===== src/rtl/uart_tx_fifo.sv =====
// uart_tx_fifo: circular byte FIFO plus a drain sequencer that feeds an
// async_transmitter one byte at a time using a start pulse / busy handshake.
//
// Handshake: a byte is offered by a one-cycle tx_start with tx_data valid in
// the same cycle; the transmitter acknowledges by raising tx_busy within
// BUSY_TIMEOUT cycles and signals completion by dropping it. The next byte is
// only launched once tx_busy is low and the sequencer is back in IDLE.
module uart_tx_fifo #(
    parameter int DEPTH        = 16,
    parameter int AW           = 4,
    parameter int BUSY_TIMEOUT = 4
) (
    input  logic          clk,
    input  logic          clr,
    input  logic          wr_en,
    input  logic [7:0]    wr_data,
    input  logic          flush,
    input  logic          tx_en,
    input  logic          ovf_clr,
    output logic          full,
    output logic          empty,
    output logic [AW:0]   count,
    output logic          overflow,
    output logic          tx_start,
    output logic [7:0]    tx_data,
    input  logic          tx_busy,
    output logic [1:0]    dbg_state
);

    localparam int TW = $clog2(BUSY_TIMEOUT + 1);
    localparam logic [TW-1:0] TMO_LAST  = TW'(BUSY_TIMEOUT - 1);
    localparam logic [AW:0]   CNT_ONE   = (AW+1)'(1);
    localparam logic [AW:0]   CNT_FULL  = (AW+1)'(DEPTH);
    localparam logic [AW-1:0] PTR_ONE   = AW'(1);

    typedef enum logic [1:0] {
        S_IDLE      = 2'd0,
        S_LAUNCH    = 2'd1,
        S_WAIT_BUSY = 2'd2,
        S_WAIT_DONE = 2'd3
    } state_e;

    logic [7:0]    mem [DEPTH];
    logic [AW-1:0] rp_q, rp_d, wp_q, wp_d;
    logic [AW:0]   count_q, count_d;
    logic          full_q, full_d, empty_q, empty_d;
    logic          ovf_q, ovf_d;
    logic          start_q, start_d;
    logic [7:0]    data_q, data_d;
    state_e        state_q, state_d;
    logic [TW-1:0] timer_q, timer_d;
    logic          push_ok, push_drop, pop;

    // Push qualification on pre-edge state; flush swallows a same-cycle push.
    always_comb begin
        push_ok   = wr_en && !full_q && !flush;
        push_drop = wr_en &&  full_q && !flush;
    end

    // Sequencer: next state, timer and the pop decision.
    always_comb begin
        state_d = state_q;
        timer_d = timer_q;
        pop     = 1'b0;
        unique case (state_q)
            S_IDLE: begin
                if (tx_en && !empty_q && !tx_busy && !flush) begin
                    pop     = 1'b1;
                    state_d = S_LAUNCH;
                end
            end
            S_LAUNCH: begin
                timer_d = '0;
                state_d = S_WAIT_BUSY;
            end
            S_WAIT_BUSY: begin
                if (tx_busy) begin
                    state_d = S_WAIT_DONE;
                end else if (timer_q == TMO_LAST) begin
                    // Transmitter never acknowledged: give the byte up.
                    state_d = S_IDLE;
                end else begin
                    timer_d = timer_q + TW'(1);
                end
            end
            S_WAIT_DONE: begin
                if (!tx_busy) begin
                    state_d = S_IDLE;
                end
            end
            default: state_d = S_IDLE;
        endcase
    end

    // FIFO bookkeeping and registered output values.
    always_comb begin
        wp_d    = push_ok ? wp_q + PTR_ONE : wp_q;
        rp_d    = rp_q;
        count_d = count_q;
        if (flush) begin
            rp_d    = wp_q;
            count_d = '0;
        end else begin
            if (pop) begin
                rp_d = rp_q + PTR_ONE;
            end
            if (push_ok && !pop) begin
                count_d = count_q + CNT_ONE;
            end else if (!push_ok && pop) begin
                count_d = count_q - CNT_ONE;
            end
        end
        full_d  = (count_d == CNT_FULL);
        empty_d = (count_d == '0);
        // A set in the same cycle as a clear wins.
        ovf_d   = push_drop ? 1'b1 : (ovf_clr ? 1'b0 : ovf_q);
        start_d = pop;
        data_d  = pop ? mem[rp_q] : data_q;
    end

    // Storage array; contents are not reset, only the pointers are.
    always_ff @(posedge clk) begin
        if (push_ok) begin
            mem[wp_q] <= wr_data;
        end
    end

    // State and output registers with asynchronous active-low reset.
    always_ff @(posedge clk or negedge clr) begin
        if (!clr) begin
            rp_q    <= '0;
            wp_q    <= '0;
            count_q <= '0;
            full_q  <= 1'b0;
            empty_q <= 1'b1;
            ovf_q   <= 1'b0;
            start_q <= 1'b0;
            data_q  <= 8'h00;
            state_q <= S_IDLE;
            timer_q <= '0;
        end else begin
            rp_q    <= rp_d;
            wp_q    <= wp_d;
            count_q <= count_d;
            full_q  <= full_d;
            empty_q <= empty_d;
            ovf_q   <= ovf_d;
            start_q <= start_d;
            data_q  <= data_d;
            state_q <= state_d;
            timer_q <= timer_d;
        end
    end

    assign full      = full_q;
    assign empty     = empty_q;
    assign count     = count_q;
    assign overflow  = ovf_q;
    assign tx_start  = start_q;
    assign tx_data   = data_q;
    assign dbg_state = state_q;

endmodule


===== config.mk =====
export PLATFORM = sky130hd
export DESIGN_NAME = uart_tx_fifo
export DESIGN_NICKNAME = d
export VERILOG_FILES = /design/src/rtl/uart_tx_fifo.sv
export SDC_FILE = /design/constraint.sdc
export NUM_CORES = 1
export LEC_CHECK = 0
export ABC_AREA = 1
export ABC_CLOCK_PERIOD_IN_PS = 4200
export CORE_UTILIZATION = 40
export CTS_CLUSTER_DIAMETER = 200
export CTS_CLUSTER_SIZE = 28
export DETAILED_ROUTE_END_ITERATION = 7
export SLEW_MARGIN = 20
export SYNTH_ARGS = -nofsm -noshare
export SYNTH_HDL_FRONTEND = slang
export SYNTH_SLANG_ARGS = --single-unit

===== constraint.sdc =====
create_clock -name clk -period 4.2 [get_ports clk]
set_clock_uncertainty 0.1 [all_clocks]
set_input_delay 0.63 -clock clk [delete_from_list [all_inputs] [get_ports clk]]
set_output_delay 0.63 -clock clk [all_outputs]
set_load 0.02 [all_outputs]

==> results of run 1 <==
## where the power goes
group          switching (uW)  leakage [uW]  internal [uW]
clock                     637      0.000245            759
sequential                190       0.00153           1850
combinational             829       0.00100            431
## worst min-delay path by stage
stage / cells past startpoint / slack [ps] / endpoint
final: 1 / 330 / tx_data[7]
after global routing: 1 / 350 / tx_data[4]
after CTS: 1 / 330 / tx_data[5]
after detailed placement: 2 / 370 / tx_data[7]
after global placement: 2 / 370 / tx_data[3]
after floorplan: 0 / 230 / count[0]
## registers in the layout, summed over array words and instances, names as in the netlist
register,flops
full,1
mem,128
timer_q,3
wp_q,4
dbg_state,2
overflow,1
count,5
tx_start,1
rp_q,4
tx_data,8
empty,1
## per-layer routing
layer / GRT usage [%] / wire length, microns / up-vias
met2: 32.2 / 7900 / 92
met3: 3.08 / 801 / 23
met1: 22.4 / 6040 / 2146
met4: 9.43 / 273 / 0
li1: - / - / 2109
met5: 0 / 0 / -
## final cells by class
class	count	area, sq um	area share [%]
timing repair buffer	35	345	4.46
tap	220	275	3.55
inverter	34	135	1.74
clock buffer	17	425	5.49
clock inverter	15	115	1.49
multi-input combinational	364	1860	23.9
sequential	158	4600	59.3
## stage by stage
stage / hold slack, ps / util [%] / total power (uW) / std cells / worst slack [ps]
after global routing: 353 / 46.9 / 4950 / 843 / 1400
after CTS: 325 / 46.9 / 4730 / 843 / 1570
final: 325 / 46.9 / 4690 / 843 / 1580
after global placement: 367 / 43.6 / 3300 / 811 / 1130
after detailed placement: 371 / 43.6 / 3340 / 811 / 1120
after floorplan: 234 / - / 2900 / 585 / 2090
## cell families (layout without fill, tap and decap cells)
logic type	count (synthesis)	after routing	synth area share, %
xor gates and xnor gates	4	4	0.519
buffers and inverters	63	101	4.48
and+or+nand+nor	240	240	15.7
AOI/OAI and AO/OA	111	111	9.61
adders and majority gates	9	9	1.67
DFF	158	158	68.0
## cells in the final DEF (no fill, tap or decap), drive strengths merged, types with 6 or more instances in the layout
cell / count
o21ai: 68
inv: 35
ha: 9
dfrtp: 29
nor3: 6
o211ai: 32
edfxtp: 128
clkbuf: 17
clkdlybuf4s50: 33
nand3: 35
clkinvlp: 7
clkinv: 7
nand2: 70
nor2: 123
==> flow_metrics.env, run 1 <==
export IMPL_gr_usage_all_layers_pct=18.6
export IMPL_diodes=0
export IMPL_cts_root_buf="clkbuf_16"
export IMPL_hpwlAfterDp_microns=9780
export IMPL_die_y_microns=132
export IMPL_cts_tree="done"
export IMPL_area_growth_pct=14.7
export IMPL_routedWlPerCell_microns=17.8
export IMPL_fin_area_sq_um=7750
export IMPL_grt_start_max_net_pins=68
export IMPL_place_congestion=0.847
export IMPL_clk_insertion_delay_late_ps=430
export IMPL_grt_pass1_vias=4543
export IMPL_drive_gt1_share_pct=8.83
export IMPL_r2r_cells=6
export IMPL_die_area_sq_um=17400
export IMPL_synth_most_common_cell="edfxtp_1"
export IMPL_outcome="finished clean"
export IMPL_drv_slew=0
export IMPL_r2r_start="rp_q[2]"
export IMPL_worstSetupPathDepth=6
export IMPL_startpoint_type="input port"
export IMPL_synth_seq_area_share_pct=68.0
export IMPL_die_w_microns=132
export IMPL_post_synth_cell_area_avg_sq_um=11.5
export IMPL_synth_top_area_share_pct=56.9
export IMPL_nNetsFinal=634
export IMPL_max_clock_path_buffers=2
export IMPL_placeableCoreArea_sq_um=16500
export IMPL_num_io_pins=34
export IMPL_synth_largest_area_cell="edfxtp_1"
export IMPL_worstMarginPinSlew_ps=1080
export IMPL_initial_utilization_pct=40.9
export IMPL_drt_pass1_iterations=4
export IMPL_drc=0
export IMPL_p_per_area_nw_per_um2=606
export IMPL_cp_required_ps=4160
export IMPL_max_stage_delay_ps=660
export IMPL_hold_class="in -> async"
export IMPL_vdd_drop_max_mv=0.236
export IMPL_crit_slowest_cell="clkdlybuf4s50_1"
export IMPL_yosysUniqueCellTypes=38
export IMPL_post_cts_buffers=0
export IMPL_ant_nets=0
export IMPL_grt_pass1_wl_microns=24000
export IMPL_crit_path_end_kind="flop"
export IMPL_yosys_warnings=0
export IMPL_fin_crit_sh_pct=62.3
export IMPL_reg2reg_slack_ps=1820
export IMPL_synthFlopType="edfxtp_1"
export IMPL_cp_max_fo=11
export IMPL_grt_overflow_total=0
export IMPL_synth_common_cells="edfxtp_1, nor2_1, nand2_1"
export IMPL_tns_ps=0
export IMPL_synth_area_leaders="edfxtp_1, dfrtp_1, nor2_1"
export IMPL_drt_initial_drc_count=344
export IMPL_cts_repair_resized=0
export IMPL_path_class="in -> reg"
export IMPL_cp_startpoint="flush"
export IMPL_post_route_min_period_ps=2620
export IMPL_vias_per_cell=5.18
export IMPL_cts_sinks=158
export IMPL_yosys_register_bits=158
export IMPL_syn_inst=585
export IMPL_rows=47
export IMPL_crit_family="buffers and inverters"
export IMPL_syn_area_sq_um=6750
export IMPL_fmax_mhz=382
export IMPL_r2r_end="tx_data[3]"
export IMPL_num_fill_cells=1466
export IMPL_clk_pin_slew_ps=60
export IMPL_hold_buffers=0
export IMPL_max_cap_violations=0
export IMPL_routed_wl_microns=15000
export IMPL_portBuffers=33
export IMPL_synthArstFlopShare_pct=19.0
export IMPL_arrival_ps=2580
export IMPL_p_leak_uw=0.00278
export IMPL_placed_cell_area_sq_um=7210
export IMPL_synthesis_nets=609
export IMPL_slew_headroom_pct=27.7
export IMPL_num_vias=4370
export IMPL_synth_edf_count=128
export IMPL_setup_violations=0
export IMPL_path_cells="clkdlybuf4s50_1, inv_6, nand3_4, inv_4, nand2_1, nor2_1"
export IMPL_setup_worst_path_end="mem[11][7]"
export IMPL_cts_buffers=17
export IMPL_antenna_found_initial=0
export IMPL_critPathBufInv=3
export IMPL_htreeDepth=4
export IMPL_finalHoldViolations=0
export IMPL_rsz0062_at_grt="false"
Power figures use the tool's default switching activity.
==> run 2, diff against run 1 <==
--- a/config.mk
+++ b/config.mk
@@ -6,7 +6,7 @@
 export NUM_CORES = 1
 export LEC_CHECK = 0
 export ABC_AREA = 1
-export ABC_CLOCK_PERIOD_IN_PS = 4200
+export ABC_CLOCK_PERIOD_IN_PS = 2400
 export CORE_UTILIZATION = 40
 export CTS_CLUSTER_DIAMETER = 200
 export CTS_CLUSTER_SIZE = 28
==> constraint.sdc (replaced) <==
create_clock -name clk -period 2.4 [get_ports clk]
set_clock_uncertainty 0.1 [all_clocks]
set_input_delay 0.36 -clock clk [delete_from_list [all_inputs] [get_ports clk]]
set_output_delay 0.36 -clock clk [all_outputs]
set_load 0.02 [all_outputs]
==> run 2 against run 1 <==
  * Core utilization up 2.0 points
  * Die area is the same
  * Combinational power increased by 94%
==> flow_metrics.env, run 2 (synthesis gave the netlist of run 1 again) <==
export IMPL_die_y_microns=132
export IMPL_cp_required_ps=1940
export IMPL_crit_path_end_kind="primary output"
export IMPL_max_cap_violations=0
export IMPL_placeableCoreArea_sq_um=16500
export IMPL_drive_gt1_share_pct=13.0
export IMPL_finalHoldViolations=0
export IMPL_drv_slew=0
export IMPL_area_growth_pct=19.6
export IMPL_multi_input_area_sq_um=1860
export IMPL_slew_headroom_pct=61.2
export IMPL_drt_pass1_iterations=6
export IMPL_rows=47
export IMPL_portBuffers=33
export IMPL_tns_ps=0
export IMPL_startpoint_type="flop"
export IMPL_drt_initial_drc_count=311
export IMPL_cp_max_fo=7
export IMPL_nNetsFinal=667
export IMPL_initial_utilization_pct=40.9
export IMPL_vias_per_cell=5.13
export IMPL_grt_pass1_wl_microns=23800
export IMPL_worstMarginPinSlew_ps=579
export IMPL_gr_usage_all_layers_pct=18.5
export IMPL_ant_nets=0
export IMPL_p_leak_uw=0.00299
export IMPL_mostFrequentLayoutCells="edfxtp_1, nor2_1, nand2_1"
export IMPL_fin_crit_sh_pct=84.8
export IMPL_fmax_mhz=492
export IMPL_crit_slowest_cell="clkdlybuf4s50_1"
export IMPL_num_io_pins=34
export IMPL_layout_commonest_cell="edfxtp_1"
export IMPL_place_congestion=0.770
export IMPL_worst_hold_slack_ps=228
export IMPL_post_route_min_period_ps=2030
export IMPL_num_vias=4494
export IMPL_grt_start_max_net_pins=42
export IMPL_post_cts_buffers=0
export IMPL_p_per_area_nw_per_um2=1060
export IMPL_largest_register_ffs=128
export IMPL_path_cells="clkdlybuf4s50_1"
export IMPL_path_class="reg -> out"
export IMPL_setup_violations=0
export IMPL_arrival_ps=1570
export IMPL_critPathBufInv=1
export IMPL_clk_pin_slew_ps=60
export IMPL_routedWlPerCell_microns=17.3
export IMPL_drc=0
export IMPL_regMostFlops="mem"
export IMPL_rsz0062_at_grt="false"
export IMPL_outcome="finished clean"
export IMPL_grt_overflow_total=0
export IMPL_max_clock_path_buffers=2
export IMPL_met1_usage_pct=23.0
export IMPL_vdd_drop_max_mv=0.408
export IMPL_grt_pass1_vias=4419
export IMPL_cts_sinks=158
export IMPL_routed_wl_microns=15100
export IMPL_area_sequential_sq_um=4600
export IMPL_antenna_found_initial=0
export IMPL_die_area_sq_um=17400
export IMPL_hpwlAfterDp_microns=10300
export IMPL_die_w_microns=132
export IMPL_max_stage_delay_ps=660
export IMPL_cts_root_buf="clkbuf_16"
export IMPL_diodes=0
export IMPL_grt_busiest_layer="met2"
export IMPL_cts_buffers=17
export IMPL_hold_buffers=0
export IMPL_htreeDepth=4
export IMPL_met3_usage_pct=4.00
export IMPL_use_met2_pct=30.8
export IMPL_crit_family="buffers and inverters"
export IMPL_cts_repair_resized=0
export IMPL_cts_tree="done"
export IMPL_clk_insertion_delay_late_ps=420
export IMPL_hold_class="in -> async"
export IMPL_num_fill_cells=1441
-- run 2: changes by cell type in the layout (fill, tap and decap cells not counted) --
cell	delta
inv_6	-3
buf_4	+31
clkinv_1	+2
clkinvlp_4	-4
clkinv_4	+2
clkinv_2	-1
buf_12	+2
bufinv_16	+3
clkbuf_1	+1
-- run 2: per-layer routing --
layer,share of wire (%),routed length [microns],vias to the layer above
li1,-,-,2174
met1,42,6420,2178
met2,50,7580,118
met3,4.6,699,24
met4,2.8,416,0
met5,0,0,-
-- run 2: path summary, 6_finish.rpt --
| kind | startpoint | end | slack, ps | cells past startpoint |
|---|---|---|---|---|
| max in group asynchronous | clr | empty | 1650 | 2 |
| max reg2reg | timer_q[0] | timer_q[1] | 470 | 6 |
| min | clr | tx_data[0] | 230 | 2 |
| min reg2reg | tx_data[3] | tx_data[3] | 380 | 2 |
| max | count[0] | count[0] | 370 | 1 |
| min in group clk | tx_data[3] | tx_data[3] | 380 | 2 |
-- run 2: through the flow --
stage	cells	setup slack [ps]	utilization [%]	instance area, sq um	total power (uW)
after floorplan	585	545	-	6750	5070
after global placement	844	144	45.3	7480	5930
after detailed placement	844	146	45.3	7480	5960
after CTS	876	350	48.9	8080	8640
after global routing	876	310	48.9	8080	9030
final	876	366	48.9	8080	8580
-- run 2: cell type report --
type / count / area share (%)
flip-flops and latches: 158 / 56.9
inverters: 34 / 1.67
well taps: 220 / 3.41
clock buffers: 18 / 5.31
multi-input cells: 364 / 23.0
clock inverters: 14 / 2.09
repair buffers: 68 / 7.65
-- run 2: report_power, final --
group	internal (uW)	total, uW	switching (uW)
Clock	1630	2680	1050
Sequential	3230	3460	225
Combinational	853	2440	1580
